--- src/rtl/config_pkg.sv ---
// Shared types and constants for the configuration bitstream loader.
package config_pkg;

  typedef enum logic [2:0] {
    StIdle,
    StLoad,
    StCheck,
    StDone,
    StError
  } state_e;

  // CRC-16-CCITT generator, non-reflected.
  localparam logic [15:0] CRC_POLY = 16'h1021;

  // Default fabric configuration chain length in bits.
  localparam int unsigned DEFAULT_BITS = 4480;

  // Width of the bit and word counters (covers chains up to 8191 bits).
  localparam int unsigned CNT_W = 13;

endpackage

--- src/rtl/crc16_serial.sv ---
// Bit-serial CRC-16 (MSB-first shift, no reflection, no final XOR).
// Kept standalone so the readback checker can reuse it.
module crc16_serial
  import config_pkg::*;
#(
  parameter logic [15:0] Init = 16'hFFFF
) (
  input  logic        clk_i,
  input  logic        rst_ni,
  input  logic        clear_i,
  input  logic        en_i,
  input  logic        bit_i,
  output logic [15:0] crc_o
);

  logic [15:0] crc_q, crc_d;
  logic        fb;

  // Next CRC: clear has priority over an update.
  always_comb begin
    crc_d = crc_q;
    fb    = bit_i ^ crc_q[15];
    if (clear_i) begin
      crc_d = Init;
    end else if (en_i) begin
      crc_d = {crc_q[14:0], 1'b0} ^ (fb ? CRC_POLY : 16'h0000);
    end
  end

  // CRC state register.
  always_ff @(posedge clk_i or negedge rst_ni) begin
    if (!rst_ni) begin
      crc_q <= Init;
    end else begin
      crc_q <= crc_d;
    end
  end

  assign crc_o = crc_q;

endmodule

--- src/rtl/config_loader.sv ---
// Streams 32-bit bitstream words LSB-first into the fabric configuration
// chain and checks a trailing CRC-16 word against the shifted bits.
module config_loader
  import config_pkg::*;
#(
  parameter int unsigned BITS     = DEFAULT_BITS,
  parameter int unsigned WORD     = 32,
  parameter logic [15:0] CRC_INIT = 16'hFFFF
) (
  input  logic              prog_clk,
  input  logic              rst_n,
  input  logic              start,
  input  logic              abort,
  input  logic [WORD-1:0]   s_data,
  input  logic              s_valid,
  output logic              s_ready,
  output logic              prog_in,
  output logic              prog_en,
  output logic              busy,
  output logic              done,
  output logic              error,
  output logic [CNT_W-1:0]  bit_count
);

  localparam int unsigned ShW = $clog2(WORD + 1);
  localparam logic [CNT_W-1:0] NumWords = CNT_W'(BITS / WORD);
  localparam logic [CNT_W-1:0] LastBit  = CNT_W'(BITS - 1);
  localparam logic [ShW-1:0]   FullCnt  = ShW'(WORD);

  state_e             state_q, state_d;
  logic [WORD-1:0]    hold_q, hold_d;
  logic               hold_vld_q, hold_vld_d;
  logic [WORD-1:0]    shift_q, shift_d;
  logic [ShW-1:0]     sh_cnt_q, sh_cnt_d;    // bits still to shift out
  logic [CNT_W-1:0]   words_q, words_d;      // words accepted this load
  logic [CNT_W-1:0]   bit_cnt_q, bit_cnt_d;
  logic               prog_in_q, prog_in_d;
  logic               prog_en_q, prog_en_d;

  logic               shifting;
  logic               crc_clr, crc_en;
  logic [15:0]        crc;

  crc16_serial #(
    .Init (CRC_INIT)
  ) u_crc (
    .clk_i   (prog_clk),
    .rst_ni  (rst_n),
    .clear_i (crc_clr),
    .en_i    (crc_en),
    .bit_i   (shift_q[0]),
    .crc_o   (crc)
  );

  assign shifting = (sh_cnt_q != '0);

  // Next-state, buffer movement, serial output and stream handshake.
  always_comb begin
    state_d    = state_q;
    hold_d     = hold_q;
    hold_vld_d = hold_vld_q;
    shift_d    = shift_q;
    sh_cnt_d   = sh_cnt_q;
    words_d    = words_q;
    bit_cnt_d  = bit_cnt_q;
    prog_in_d  = 1'b0;
    prog_en_d  = 1'b0;
    crc_clr    = 1'b0;
    crc_en     = 1'b0;
    s_ready    = 1'b0;

    case (state_q)
      StIdle, StDone, StError: begin
        if (start) begin
          state_d    = StLoad;
          crc_clr    = 1'b1;
          bit_cnt_d  = '0;
          words_d    = '0;
          hold_vld_d = 1'b0;
          sh_cnt_d   = '0;
        end
      end

      StLoad: begin
        s_ready = !hold_vld_q && (words_q < NumWords);
        if (shifting) begin
          prog_in_d = shift_q[0];
          prog_en_d = 1'b1;
          crc_en    = 1'b1;
          bit_cnt_d = bit_cnt_q + 1'b1;
          shift_d   = shift_q >> 1;
          sh_cnt_d  = sh_cnt_q - 1'b1;
          if (bit_cnt_q == LastBit) begin
            state_d = StCheck;
          end
        end
        // Refill on the same edge the last bit leaves, so a full stream has no gaps.
        if ((!shifting || sh_cnt_q == ShW'(1)) && hold_vld_q) begin
          shift_d    = hold_q;
          sh_cnt_d   = FullCnt;
          hold_vld_d = 1'b0;
        end
        if (s_valid && s_ready) begin
          hold_d     = s_data;
          hold_vld_d = 1'b1;
          words_d    = words_q + 1'b1;
        end
      end

      StCheck: begin
        s_ready = 1'b1;
        if (s_valid) begin
          state_d = (s_data[15:0] == crc) ? StDone : StError;
        end
      end

      default: begin
        state_d = StIdle;
      end
    endcase

    // Abort overrides everything, including a simultaneous start.
    if (abort) begin
      state_d   = StIdle;
      prog_in_d = 1'b0;
      prog_en_d = 1'b0;
    end
  end

  // State, buffers, counters and registered chain outputs.
  always_ff @(posedge prog_clk or negedge rst_n) begin
    if (!rst_n) begin
      state_q    <= StIdle;
      hold_q     <= '0;
      hold_vld_q <= 1'b0;
      shift_q    <= '0;
      sh_cnt_q   <= '0;
      words_q    <= '0;
      bit_cnt_q  <= '0;
      prog_in_q  <= 1'b0;
      prog_en_q  <= 1'b0;
    end else begin
      state_q    <= state_d;
      hold_q     <= hold_d;
      hold_vld_q <= hold_vld_d;
      shift_q    <= shift_d;
      sh_cnt_q   <= sh_cnt_d;
      words_q    <= words_d;
      bit_cnt_q  <= bit_cnt_d;
      prog_in_q  <= prog_in_d;
      prog_en_q  <= prog_en_d;
    end
  end

  assign prog_in   = prog_in_q;
  assign prog_en   = prog_en_q;
  assign busy      = (state_q == StLoad) || (state_q == StCheck);
  assign done      = (state_q == StDone);
  assign error     = (state_q == StError);
  assign bit_count = bit_cnt_q;

endmodule
--- config.mk ---
export PLATFORM = sky130hd
export DESIGN_NAME = config_loader
export DESIGN_NICKNAME = d
export VERILOG_FILES = /design/src/rtl/config_pkg.sv /design/src/rtl/crc16_serial.sv /design/src/rtl/config_loader.sv
export SDC_FILE = /design/constraint.sdc
export NUM_CORES = 1
export LEC_CHECK = 0
export ABC_AREA = 1
export BUFFER_PORTS_ARGS = -buffer_cell sky130_fd_sc_hd__buf_2
export CORE_MARGIN = 2
export CORE_UTILIZATION = 40
export CTS_CLUSTER_DIAMETER = 50
export DETAILED_ROUTE_END_ITERATION = 6
export SLEW_MARGIN = 5
export SYNTH_ARGS = -nofsm -noshare
export SYNTH_HDL_FRONTEND = slang
export SYNTH_SLANG_ARGS = --single-unit
--- constraint.sdc ---
create_clock -name prog_clk -period 3.7 [get_ports prog_clk]
set_input_delay 0.74 -clock prog_clk [delete_from_list [all_inputs] [get_ports prog_clk]]
set_output_delay 0.74 -clock prog_clk [all_outputs]
set_load 0.005 [all_outputs]
Word level (Yosys, flattened, before mapping):

Cells that the tools add are included.

* bits in registers: 118
* input port bits: 37
* output and inout port bits: 19
* logic and storage cells: 86

* $add $sub $neg: 3
* order comparisons: 1
* equality and inequality tests: 16
* multiplexer cells: 34
* bitwise operators: 2
* reductions and logical operators: 20

Operators with widths (number)
* two-way mux 32 bit: 2
* two-way mux 13 bit: 4
* case mux 13 bit (2 select lines): 2
* two-way mux 16 bit: 2
* adder 13 x 1 -> 13 bit (second input constant): 2
* two-way mux 3 bit: 6
* two-way mux 6 bit: 3
* != test 3 bit (second input constant): 6
* == test 16 bit: 1
* bitwise XOR 16 bit: 1
* == test 13 bit (second input constant): 1
* less-than comparator 13 x 8 -> 1 bit (second input constant): 1
* case mux 6 bit (2 select lines): 1
* AND reduction 3 bit: 4
* two-way mux 1 bit: 11
* case mux 3 bit (3 select lines): 1
* == test 3 x 2 -> 1 bit (second input constant): 2
* == test 6 x 1 -> 1 bit (second input constant): 1
* != test 2 bit (second input constant): 3
* nonzero test 2 bit: 3
* nonzero test 6 bit: 1
* subtractor 6 x 1 -> 6 bit (second input constant): 1
* case mux 1 bit (2 select lines): 2
* AND reduction 2 bit: 2
* other kinds (9): 13

Longest topological paths before layout:

Gate-level depths: netlist of the first run.

* word-level depth: 7
* gate-level depth with buffers: 10

By module:

A second synthesis of the first run with hierarchy kept.

* cell total of the unflattened synthesis: 746
* area, all modules: 5874.4 um^2

Modules (own cells, without submodules)
* config_loader: times used 1, cells each 679, area an instance 5129.9 um^2, seq. area each 2552.4 um^2
* crc16_serial: times used 1, cells each 67, area an instance 744.5 um^2, seq. area each 420.4 um^2

Worst setup path after synthesis of the first run:

No wires, ideal clock.

* path type: flip-flop to output port
* start point: register state_q[1]
* end point: output s_ready
* arrival: 1218 ps
* slack: 1742 ps
* stages on the path, launching flop included: 5
* buffers on the path: 1
* cell sequence: dfrtp_1 nor3_4 clkbuf_1 nand3_1 nand2_1

* cells in the longest elaborated chain, start to end: 2
* elaborated cells between the ends (all ways): 3

Ends and longest elaborated chain
* from (decl): RTL line config_loader.sv:30 `state_e state_q, state_d;`
* from (signal assigned): RTL line config_loader.sv:133 `state_q <= StIdle;`
* from (signal assigned): RTL line config_loader.sv:143 `state_q <= state_d;`
* == test 3 x 2 -> 1 bit / == test 3 x 1 -> 1 bit (equally long branches): RTL line config_loader.sv:72 `case (state_q)`
* case mux 1 bit (2 select lines) *: RTL line config_loader.sv:72
* to (decl): RTL line config_loader.sv:16 `output logic s_ready,`

Mark *: on every way between the ends. The rest lies on a longest branch, timed or not.

Worst setup path in the final report of the first run:

* start point: register state_q[2]
* end point: output busy

* cells in the longest elaborated chain, start to end: 2
* elaborated cells between the ends (all ways): 3

Ends and longest elaborated chain
* == test 3 x 1 -> 1 bit / == test 3 x 2 -> 1 bit (equally long branches): RTL line config_loader.sv:157 `assign busy = (state_q == StLoad) || (state_q == StCheck);`
* logical OR 1 bit *: RTL line config_loader.sv:157
* to (decl): RTL line config_loader.sv:19 `output logic busy,`

Marks and branches as above.

==> results of run 1 <==
[layout by cell type (no fill, tap or decap), types with 3 or more instances in the layout]
| cell | n |
|---|---|
| clkbuf_16 | 17 |
| xor2_1 | 13 |
| clkinvlp_4 | 3 |
| buf_4 | 8 |
| nand2_1 | 220 |
| dfstp_2 | 16 |
| nor3_1 | 10 |
| nand4_1 | 9 |
| nor2_1 | 69 |
| a21oi_1 | 7 |
| inv_2 | 4 |
| ha_1 | 5 |
| o21ai_1 | 38 |
| clkinv_2 | 5 |
| bufinv_16 | 3 |
| a22oi_1 | 14 |
| inv_1 | 68 |
| nand3_1 | 27 |
| o21ai_0 | 64 |
| buf_2 | 54 |
| dfrtp_1 | 102 |
[sequential cells by signal, summed over array words and instances, names as in the netlist]
name and flops:
u_crc.crc_o 16, words_q 13, sh_cnt_q 6, hold_vld_q 1
prog_in 1, prog_en 1, hold_q 32, shift_q 32
state_q 3, bit_count 13
[synth_stat cells]
| master | count | share of area (%) |
|---|---|---|
| o21ai_0 | 64 | 5.7 |
| a21oi_1 | 7 | 0.62 |
| xor2_1 | 13 | 2.0 |
| a22o_1 | 1 | 0.15 |
| o22ai_1 | 2 | 0.22 |
| nor3_1 | 10 | 0.88 |
| a22oi_1 | 14 | 1.9 |
| o31ai_1 | 2 | 0.26 |
| dfstp_2 | 16 | 7.4 |
| inv_2 | 4 | 0.26 |
| nand3_1 | 27 | 2.4 |
| nor2_4 | 1 | 0.20 |
| xnor2_1 | 2 | 0.31 |
| buf_6 | 1 | 0.20 |
| clkbuf_1 | 12 | 0.79 |
| a31oi_4 | 1 | 0.38 |
| dfrtp_1 | 102 | 45 |
| inv_1 | 68 | 4.5 |
| nand2_1 | 220 | 15 |
| a21oi_2 | 1 | 0.15 |
| buf_2 | 12 | 1.1 |
| nand3b_1 | 1 | 0.13 |
| nor2_2 | 2 | 0.22 |
| nor3_4 | 1 | 0.29 |
| o21a_1 | 1 | 0.13 |
| nand2_2 | 1 | 0.11 |
| o21ai_1 | 38 | 3.4 |
| nand4_1 | 9 | 0.99 |
| nor2_1 | 69 | 4.6 |
| o21ai_2 | 1 | 0.15 |
| ha_1 | 5 | 1.1 |
[kinds of logic (layout without fill, tap and decap cells)]
| logic type | after synthesis | in the layout | share of synthesized area (%) |
|---|---|---|---|
| AOI/OAI and AO/OA | 132 | 132 | 12.9 |
| xor gates and xnor gates | 15 | 15 | 2.32 |
| adders and majority gates | 5 | 5 | 1.10 |
| buffers and inverters | 97 | 166 | 6.82 |
| DFF | 118 | 118 | 52.5 |
| and+or+nand+nor | 341 | 341 | 24.4 |
[critical path, cell delays in order (launching register included)]
cell and delay (ns):
dfrtp_1 0.46, nor3_4 0.18, buf_4 0.26, inv_2 0.20, nand2_1 0.11, buf_2 0.11
[power by group through the flow]
stage | Combinational (W) | Clock, W | Sequential [W]
after CTS | 0.00147 | 0.00170 | 0.00191
after floorplan | 0.00111 | 0 | 0.00186
after detailed placement | 0.00146 | 0 | 0.00192
final | 0.00145 | 0.00167 | 0.00191
after global placement | 0.00141 | 0 | 0.00192
after global routing | 0.00169 | 0.00177 | 0.00196
[layout make-up]
| class | instances | area (sq um) | area share (%) |
|---|---|---|---|
| Sequential cell | 118 | 2970 | 44.3 |
| Multi-Input combinational cell | 493 | 2310 | 34.4 |
| Clock buffer | 19 | 453 | 6.75 |
| Timing Repair Buffer | 62 | 330 | 4.92 |
| Inverter | 72 | 270 | 4.03 |
| Tap cell | 180 | 225 | 3.35 |
| Clock inverter | 13 | 155 | 2.31 |
[layer usage]
metal  wire length [microns]  GRT usage [%]  vias to the layer above  share of wire (%)
li1                        -              -                     2381                  -
met1                    6270           25.8                     2284                 48
met2                    6120           30.1                      126                 46
met3                     634           5.07                       16                4.8
met4                     167           6.75                        0                1.3
met5                       0              0                        -                  0
[through the flow]
step | setup slack (ns) | hold slack [ns]
2_1_floorplan | 1.74 | 0.443
3_3_place_gp | 1.55 | 0.464
3_5_place_dp | 1.49 | 0.465
4_1_cts | 1.22 | 0.426
5_1_grt | 1.12 | 0.460
6_report | 1.23 | 0.401
[worst max path at each step]
stage	end	slack, ns	depth (start not counted)
floorplan	s_ready	1.74	4
global placement	shift_q[2]	1.55	8
detailed placement	shift_q[1]	1.49	8
CTS	busy	1.22	5
global route	busy	1.12	5
finish	busy	1.23	5
==> reports/results.txt, run 1 <==
Status: completed
I/O pin cnt: 56
Startpoint Class: flop
Switching part of the total: 35.9%
Fin crit share: 66.7%
Largest net degree at the start of global routing: 58
Fillers: 1350
Crit end category: output pin
Flops & latches, synth: 118
Synthesized area per cell: 8.00 sq um
Post-Place Cells: 925
Max IR drop VDD: 0.000332 V
FMAX: 0.405 GHz
DIE HEIGHT: 123 microns
Post-route cell area: 6710 sq um
Pwr/cell area: 750 nW/um^2
Clock slew at reported path FFs: 0.05 ns
Post-CTS setup buffers: 0
Worst setup path startpoint: state_q[2]
Row cnt: 43
Post-layout nets: 806
Grt ovf: 0
Sequential share of power: 38.0%
DIE AREA: 15100 sq um
Clk pwr share: 33.2%
P_sw: 0.00181 W
Vias: 4807
Crit Path Class: flop to output pin
RSZ-0062 raised after global routing: false
DP Area: 6110 sq um
DRC violations left: 0
Core area: 13900 sq um
Mapped cell area: 5670 sq um
WP data required: 2.96 ns
First-pass GRT wire length: 22700 microns
Sequential fraction of the synthesis area: 52.5%
Setup Skew: 0.00718 ns
Vias in the first global route: 4755
Final worst path period need: 2.47 ns
Fin. max-slew vios: 0
Hold buffer count at CTS: 0
Reg-to-reg startpoint: state_q[2]
TritonCTS clock tree: built
P_int: 0.00323 W
Critical Path Fanout Max: 17
Worst Tran Pin Value: 0.909 ns
Worst rel slew slack: 39.3%
Drt pass-1 iters: 5
Fraction of layout cells with a size suffix above 1: 15.7%
GP Congestion: 0.899
Final Hold Viols: 0
Post-route insts no fill: 957
Leak: 3.45 nW
Cells on worst reg2reg path: 8
Synth Warn #: 0
Core Util, Final: 48.4%
Gate power share: 28.9%
Yosys cell types: 31
Die Wd: 123 microns
Syn Nets: 750
Post-cts resize count: 0
Worst hold path class: input port to async pin
Cell count after synthesis: 708
I/O Buffers: 55
WL per Instance: 13.8 microns
1st-iter DRT viols: 366
Final Power: 0.00504 W
CTS Buf Count: 17
Initial Utilization: 40.8%
Detail Route Antenna Nets: 0
Clock buffer depth: 2
Ant diodes: 0
Routed WL: 13200 microns
Area growth, synth to finish: 18.5%
H-tree Lvls: 4
Critical path arrival: 1.73 ns
Setup Viol. Count Final: 0
Clock Root Buffer: clkbuf_16
Max Cap Violations: 0
Clk sink count: 118
HPWL after DPL: 8790 microns
Via density: 5.02
Fin Setup TNS: 0 ns
Reg2reg end: shift_q[1]
R2R setup slack: 1.47 ns
Initial antenna violation count: 0
Worst-skew pair later-pin latency: 0.41 ns
GRT Util Overall: 19.2%
No activity file was read; power rests on OpenSTA's default activity.
==> inputs of run 2 (changes only) <==
==> constraint.sdc (replaced) <==
create_clock -name prog_clk -period 2 [get_ports prog_clk]
set_input_delay 0.4 -clock prog_clk [delete_from_list [all_inputs] [get_ports prog_clk]]
set_output_delay 0.4 -clock prog_clk [all_outputs]
set_load 0.005 [all_outputs]
==> run 2 against run 1 <==
Net effect: cell count up 1.4%; clock skew about the same; critical path type unchanged; setup slack got worse by 1.1 ns; worst hold slack got worse by 0.23 ns; largest power group unchanged; total power increased by 91%; critical path depth unchanged; flip-flop and latch count unchanged; global-route usage fell by 0.69 points.
==> reports/results.txt, run 2 (synthesis results as in run 1) <==
Status: completed (unchanged)
Critical path arrival: 1.51 ns (was 1.73 ns)
Die Wd: 123 microns (unchanged)
WL per Instance: 13.5 microns (was 13.8 microns)
Drt pass-1 iters: 5 (unchanged)
DIE HEIGHT: 123 microns (unchanged)
Worst-skew pair later-pin latency: 0.41 ns (about the same)
Initial antenna violation count: 0 (unchanged)
Crit Path Class: flop to output pin (unchanged)
I/O pin cnt: 56 (unchanged)
WP data required: 1.60 ns (was 2.96 ns)
Worst rel slew slack: 65.2% (was 39.3%)
Final Hold Viols: 0 (unchanged)
Critical path buffers and inverters: 2 (was 3)
Most frequent cells in the layout: 219 x nand2_1, 100 x dfrtp_1, 69 x nor2_1, 67 x inv_1, 63 x o21ai_0 (was 220 x nand2_1, 102 x dfrtp_1, 69 x nor2_1, 68 x inv_1, 64 x o21ai_0)
Area growth, synth to finish: 21.5% (was 18.5%)
Fraction of layout cells with a size suffix above 1: 17.3% (was 15.7%)
RSZ-0062 raised after global routing: false (unchanged)
1st-iter DRT viols: 245 (was 366)
FMAX: 0.523 GHz
Core Util, Final: 49.6% (was 48.4%)
Largest net degree at the start of global routing: 55 (was 58)
Pwr/cell area: 1400 nW/um^2 (was 750 nW/um^2)
Clock Root Buffer: clkbuf_16 (unchanged)
Row cnt: 43 (unchanged)
Setup Viol. Count Final: 0 (unchanged)
Vias in the first global route: 4704 (was 4755)
Max Cap Violations: 0 (unchanged)
Via density: 4.95 (was 5.02)
Fin. max-slew vios: 0 (unchanged)
Clock buffer depth: 2 (unchanged)
Post-layout nets: 819 (was 806)
Cells along the critical path: nor3_4 -> buf_6 -> nand3_2 -> nand2_1 -> buf_2 (was nor3_4 -> buf_4 -> inv_2 -> nand2_1 -> buf_2)
First-pass GRT wire length: 22000 microns (was 22700 microns)
DRC violations left: 0 (unchanged)
GRT Util Overall: 18.5% (was 19.2%)
Detail Route Antenna Nets: 0 (unchanged)
Crit end category: output pin (unchanged)
TritonCTS clock tree: built (unchanged)
Grt ovf: 0 (unchanged)
Clock slew at reported path FFs: 0.05 ns (about the same)
Final worst path period need: 1.91 ns
Routed WL: 13100 microns (was 13200 microns)
Worst hold path class: input port to flop (was input port to async pin)
Vias: 4799 (was 4807)
Critical Path Fanout Max: 3 (was 17)
H-tree Lvls: 4 (unchanged)
Crit path max-delay family: simple AND/OR/NAND/NOR gates (was buffers and inverters)
CTS Buf Count: 17 (unchanged)
Worst Tran Pin Value: 0.518 ns (was 0.909 ns)
Initial Utilization: 40.8% (unchanged)
DIE AREA: 15100 sq um (unchanged)
HPWL after DPL: 8870 microns (was 8790 microns)
Core area: 13900 sq um (unchanged)
Max IR drop VDD: 0.000830 V (was 0.000332 V)
Startpoint Class: flop (unchanged)
I/O Buffers: 55 (unchanged)
Ant diodes: 0 (unchanged)
Crit path largest cell delay: 0.42 ns (was 0.46 ns)
GP Congestion: 0.831 (was 0.899)
Fin crit share: 95.6%
Leak: 3.54 nW (was 3.45 nW)
Commonest non-fill, non-tap cell in the layout: nand2_1 (unchanged)
Clk sink count: 118 (unchanged)
Setup Skew: 0.00695 ns (was 0.00718 ns)
Crit-path slowest cell: dfrtp_2 (was dfrtp_1)
Fin Setup TNS: 0 ns (unchanged)
-- run 2: changes by cell type in the layout (fill, tap and decap cells not counted), sizes merged --
cell	change
dlygate4sd3	+1
bufinv	+1
clkinv	-1
clkinvlp	-3
clkbuf	+3
buf	+12
-- run 2: layer usage --
layer  share of wire, %  GRT usage (%)  vias up
li1                   -              -     2404
met1                 47           23.8     2295
met2                 48           30.6       90
met3                4.1           5.30       10
met4               0.80           4.97        0
met5                  0              0        -
-- run 2: metrics by stage --
| step | hold slack, ns | total power, W | cells | area [sq um] | worst slack [ns] |
|---|---|---|---|---|---|
| 2_1_floorplan | 0.104 | 0.00550 | 708 | 5670 | 0.359 |
| 6_report | 0.168 | 0.00963 | 970 | 6890 | 0.0882 |
| 3_3_place_gp | 0.362 | 0.00628 | 931 | 6190 | 0.150 |
| 3_5_place_dp | 0.360 | 0.00637 | 931 | 6190 | 0.115 |
| 5_1_grt | 0.160 | 0.0103 | 970 | 6890 | 0.00626 |
| 4_1_cts | 0.156 | 0.00969 | 967 | 6850 | 0.00671 |
-- run 2: timing repair --
| action | in CTS | in global routing |
|---|---|---|
| resized for setup | 3 | 7 |
| endpoints found under the hold margin | 26 | 0 |
| setup buffers | 3 | 3 |
| pin swaps | 1 | 1 |
| hold buffers | 1 | 0 |
| setup endpoints to repair | 2 | 21 |
-- run 2: report_power, final --
group	switching (W)	internal, W
clock network	0.00104	0.00217
logic	0.00187	0.00101
registers	0.000420	0.00312
-- run 2: cell type report --
cell class	instances	area, sq um
fillers	1375	6990
repair buffers	75	472
multi-input cells	493	2310
flip-flops and latches	118	2980
clock inverters	10	150
clock buffers	22	474
inverters	72	275
well taps	180	225
-- run 2: final timing paths --
| kind | startpoint | endpoint | slack [ns] | cells past startpoint |
|---|---|---|---|---|
| setup / recovery | state_q[1] | s_ready | 0.09 | 5 |
| hold / removal | abort | prog_en | 0.17 | 2 |
| setup reg to reg | sh_cnt_q[0] | bit_count[2] | 0.20 | 9 |
| hold reg to reg | hold_q[19] | hold_q[19] | 0.47 | 2 |
| max in group asynchronous | rst_n | u_crc.crc_o[11] | 0.87 | 3 |
| min in group asynchronous | rst_n | hold_q[24] | 0.46 | 2 |
-- run 2: worst register-to-register path, delay by kind of cell, from the launching register on --
| kind | cells | cell delay, ns |
|---|---|---|
| buf+inv | 2 | 0.31 |
| compound gates | 2 | 0.21 |
| fa+ha+maj | 1 | 0.26 |
| flops | 1 | 0.38 |
| simple gates | 4 | 0.54 |
==> inputs of run 3 (changes only) <==
--- a/config.mk
+++ b/config.mk
@@ -5,7 +5,6 @@
 export SDC_FILE = /design/constraint.sdc
 export NUM_CORES = 1
 export LEC_CHECK = 0
-export ABC_AREA = 1
 export BUFFER_PORTS_ARGS = -buffer_cell sky130_fd_sc_hd__buf_2
 export CORE_MARGIN = 2
 export CORE_UTILIZATION = 40
==> run 3 against run 2 <==
Net effect: the flow now finishes with violations (negative setup slack); first-iteration DRC count up 41%; final area about the same; combinational power fell by 8.0%.
==> reports/results.txt, run 3 <==
Reg-to-reg startpoint: hold_vld_q (was sh_cnt_q[0])
R2R setup slack: -0.07 ns (was 0.20 ns)
Initial Utilization: 40.9% (was 40.8%)
Pwr/cell area: 1300 nW/um^2 (was 1400 nW/um^2)
WP data required: 1.60 ns (about the same)
Multiplexer area fraction after synthesis: 6.68% (was 0%)
FMAX: 0.428 GHz (was 0.523 GHz)
Grt ovf: 0 (unchanged)
CTS Buf Count: 17 (unchanged)
H-tree Lvls: 4 (unchanged)
Critical path arrival: 1.94 ns (was 1.51 ns)
Core area: 13200 sq um (was 13900 sq um)
Hold_ws: 0.223 ns (was 0.168 ns)
Most frequent CP cell: a2111o_1
Synth area leader: dfrtp_1 (unchanged)
Max IR drop VDD: 0.000627 V (was 0.000830 V)
Worst rel slew slack: 67.7% (was 65.2%)
Fin. max-slew vios: 0 (unchanged)
Adder-cell area share of the yosys netlist: 1.16% (was 1.10%)
DRC violations left: 0 (unchanged)
Clk pwr share: 31.3% (was 33.3%)
Vias: 4125 (was 4799)
DIE HEIGHT: 120 microns (was 123 microns)
Number of synthesized flops with an enable pin: 0 (unchanged)
Post-layout nets: 638 (was 819)
DP Area: 6090 sq um (was 6190 sq um)
Synth Warn #: 0 (unchanged)
Drt pass-1 iters: 4 (was 5)
Initial antenna violation count: 0 (unchanged)
Final worst path period need: 2.34 ns (was 1.91 ns)
Crit end category: output pin (unchanged)
Worst hold path class: input port to flop (unchanged)
Area growth, synth to finish: 27.7% (was 21.5%)
Mapped cell area: 5390 sq um (was 5670 sq um)
P_sw: 0.00284 W (was 0.00333 W)
I/O Buffers: 55 (unchanged)
Clock slew at reported path FFs: 0.05 ns (about the same)
Worst-skew pair later-pin latency: 0.41 ns (about the same)
Clock buffer depth: 2 (unchanged)
Clock Root Buffer: clkbuf_16 (unchanged)
Post-route setup slack: -0.338 ns (was 0.0882 ns)
Failing checks: negative setup slack
Crit Path Class: flop to output pin (unchanged)
Setup Skew: 0.0104 ns (was 0.00695 ns)
1st-iter DRT viols: 345 (was 245)
Most frequent cells in the layout: 101 x dfrtp_1, 79 x nand2_1, 54 x buf_2, 53 x nor2_1 (was 219 x nand2_1, 100 x dfrtp_1, 69 x nor2_1, 67 x inv_1, 63 x o21ai_0)
Synth cell count leaders: 102 x dfrtp_1, 79 x nand2_1, 54 x nor2_1 (was 220 x nand2_1, 102 x dfrtp_1, 69 x nor2_1)
Max Cap Violations: 0 (unchanged)
TritonCTS clock tree: built (unchanged)
Fin crit share: 117% (was 95.6%)
XOR/XNOR Fraction of Synth Area: 5.03% (was 2.32%)
Top post-synthesis cells by area: dfrtp_1 47%, dfstp_2 7.8%, mux2_1 6.7% (was dfrtp_1 45%, nand2_1 15%, dfstp_2 7.4%)
Most frequent cell after synthesis: dfrtp_1 (was nand2_1)
Leak: 3.12 nW (was 3.54 nW)
Critical path buffers and inverters: 2 (unchanged)
Worst setup path startpoint: words_q[2] (was state_q[1])
DIE AREA: 14400 sq um (was 15100 sq um)
Min-delay src: abort (unchanged)
Vias in the first global route: 4126 (was 4704)
Flops & latches, synth: 118 (unchanged)
Top cell type's share of synthesized area: 47.3% (was 45.0%)
Most used DFF post-synth: dfrtp_1 (unchanged)
Crit-path slowest cell: a2111o_1 (was dfrtp_2)
First-pass GRT wire length: 20800 microns (was 22000 microns)
Simple-gate share of the synthesized area: 16.7% (was 24.4%)
WL per Instance: 15.8 microns (was 13.5 microns)
Startpoint Class: flop (unchanged)
Main combinational cell family by area after synthesis: simple AND/OR/NAND/NOR gates (unchanged)
Crit path largest cell delay: 0.42 ns (about the same)
Syn Nets: 549 (was 750)
Switching part of the total: 31.7% (was 34.6%)
Via density: 5.25 (was 4.95)
Ant diodes: 0 (unchanged)
Sequential share of power: 39.2% (was 36.8%)
Setup Viol. Count Final: 37 (was 0)
Clk sink count: 118 (unchanged)
Routed WL: 12400 microns (was 13100 microns)
HPWL after DPL: 7950 microns (was 8870 microns)
I/O pin cnt: 56 (unchanged)
Crit path max-delay family: compound AO/OA/AOI/OAI gates (was simple AND/OR/NAND/NOR gates)
Sequential fraction of the synthesis area: 55.1% (was 52.5%)
Synth Area in Compound Gates: 12.3% (was 12.9%)
Synthesized area per cell: 10.6 sq um (was 8.00 sq um)
DP Worst Slack: -0.0928 ns (was 0.115 ns)
Worst Tran Pin Value: 0.480 ns (was 0.518 ns)
Gate power share: 29.5% (was 29.9%)
Final Power: 0.00898 W (was 0.00963 W)
Post-Place Cells: 745 (was 931)
Cells along the critical path: a2111o_1 -> buf_4 -> a2111o_1 -> a21oi_1 -> buf_2 (was nor3_4 -> buf_6 -> nand3_2 -> nand2_1 -> buf_2)
Post-route cell area: 6890 sq um (about the same)
Status: finished with violations (was completed)
Die Wd: 120 microns (was 123 microns)
Critical Path Fanout Max: 2 (was 3)
Final Hold Viols: 0 (unchanged)
GP Congestion: 0.845 (was 0.831)
P_int: 0.00614 W (was 0.00630 W)
Post-synth ARST share: 100% (unchanged)
GRT Util Overall: 18.4% (was 18.5%)
RSZ-0062 raised after global routing: true (was false)
Row cnt: 42 (was 43)
Cell count after synthesis: 507 (was 708)
Detail Route Antenna Nets: 0 (unchanged)
Post-route insts no fill: 785 (was 970)
Yosys cell types: 57 (was 31)
Largest net degree at the start of global routing: 56 (was 55)
Commonest non-fill, non-tap cell in the layout: dfrtp_1 (was nand2_1)
Fraction of layout cells with a size suffix above 1: 30.7% (was 17.3%)
## run 3: logic make-up after synthesis
kind of cell             Yosys count
AND/OR/NAND/NOR                  192
flip-flops                       118
AO/OA/AOI/OAI                     94
buffers and inverters             35
multiplexers                      32
XOR/XNOR                          31
adder cells (fa/ha/maj)            5
## run 3: path summary, 6_finish.rpt
kind,depth (start not counted),to
min in group asynchronous,2,shift_q[7]
worst max-delay path,5,s_ready
worst max register to register,4,hold_q[5]
worst min-delay path,2,prog_en
max in group asynchronous,3,words_q[3]
worst min register to register,1,words_q[11]
## run 3: routing by layer
metal	routed length, microns	global-route usage, %	up-vias
met5	0	0	-
met4	126	5.00	0
met3	437	5.23	12
met2	5810	28.6	80
met1	6050	25.3	2068
li1	-	-	1965
## run 3: cell type report
| type | count | area, sq um |
|---|---|---|
| Clock buffer | 24 | 472 |
| Clock inverter | 8 | 75.1 |
| Fill cell | 1179 | 6300 |
| Inverter | 9 | 33.8 |
| Multi-Input combinational cell | 354 | 2400 |
| Sequential cell | 118 | 2970 |
| Tap cell | 176 | 220 |
| Timing Repair Buffer | 96 | 711 |
## run 3: what timing repair did
action	CTS	global route
buffers inserted	1	4
gates resized for setup	25	18
setup endpoints to repair	40	54
hold endpoints to repair	23	0
cloned	2	0
pin swaps	6	4
hold buffers	1	0
## run 3: through the flow
stage	TNS (ns)	util [%]
after floorplan	0	-
after global placement	-1.07	46.2
after detailed placement	-2.28	46.2
after CTS	-1.60	51.6
after global routing	-4.33	52.2
final	-1.97	52.2
## run 3: power groups by stage
stage / Combinational, W / Clock, W / Sequential (W)
after floorplan: 0.00159 / 0 / 0.00343
after global routing: 0.00294 / 0.00298 / 0.00361
final: 0.00265 / 0.00281 / 0.00352
after detailed placement: 0.00224 / 0 / 0.00354
after global placement: 0.00218 / 0 / 0.00352
after CTS: 0.00252 / 0.00287 / 0.00351
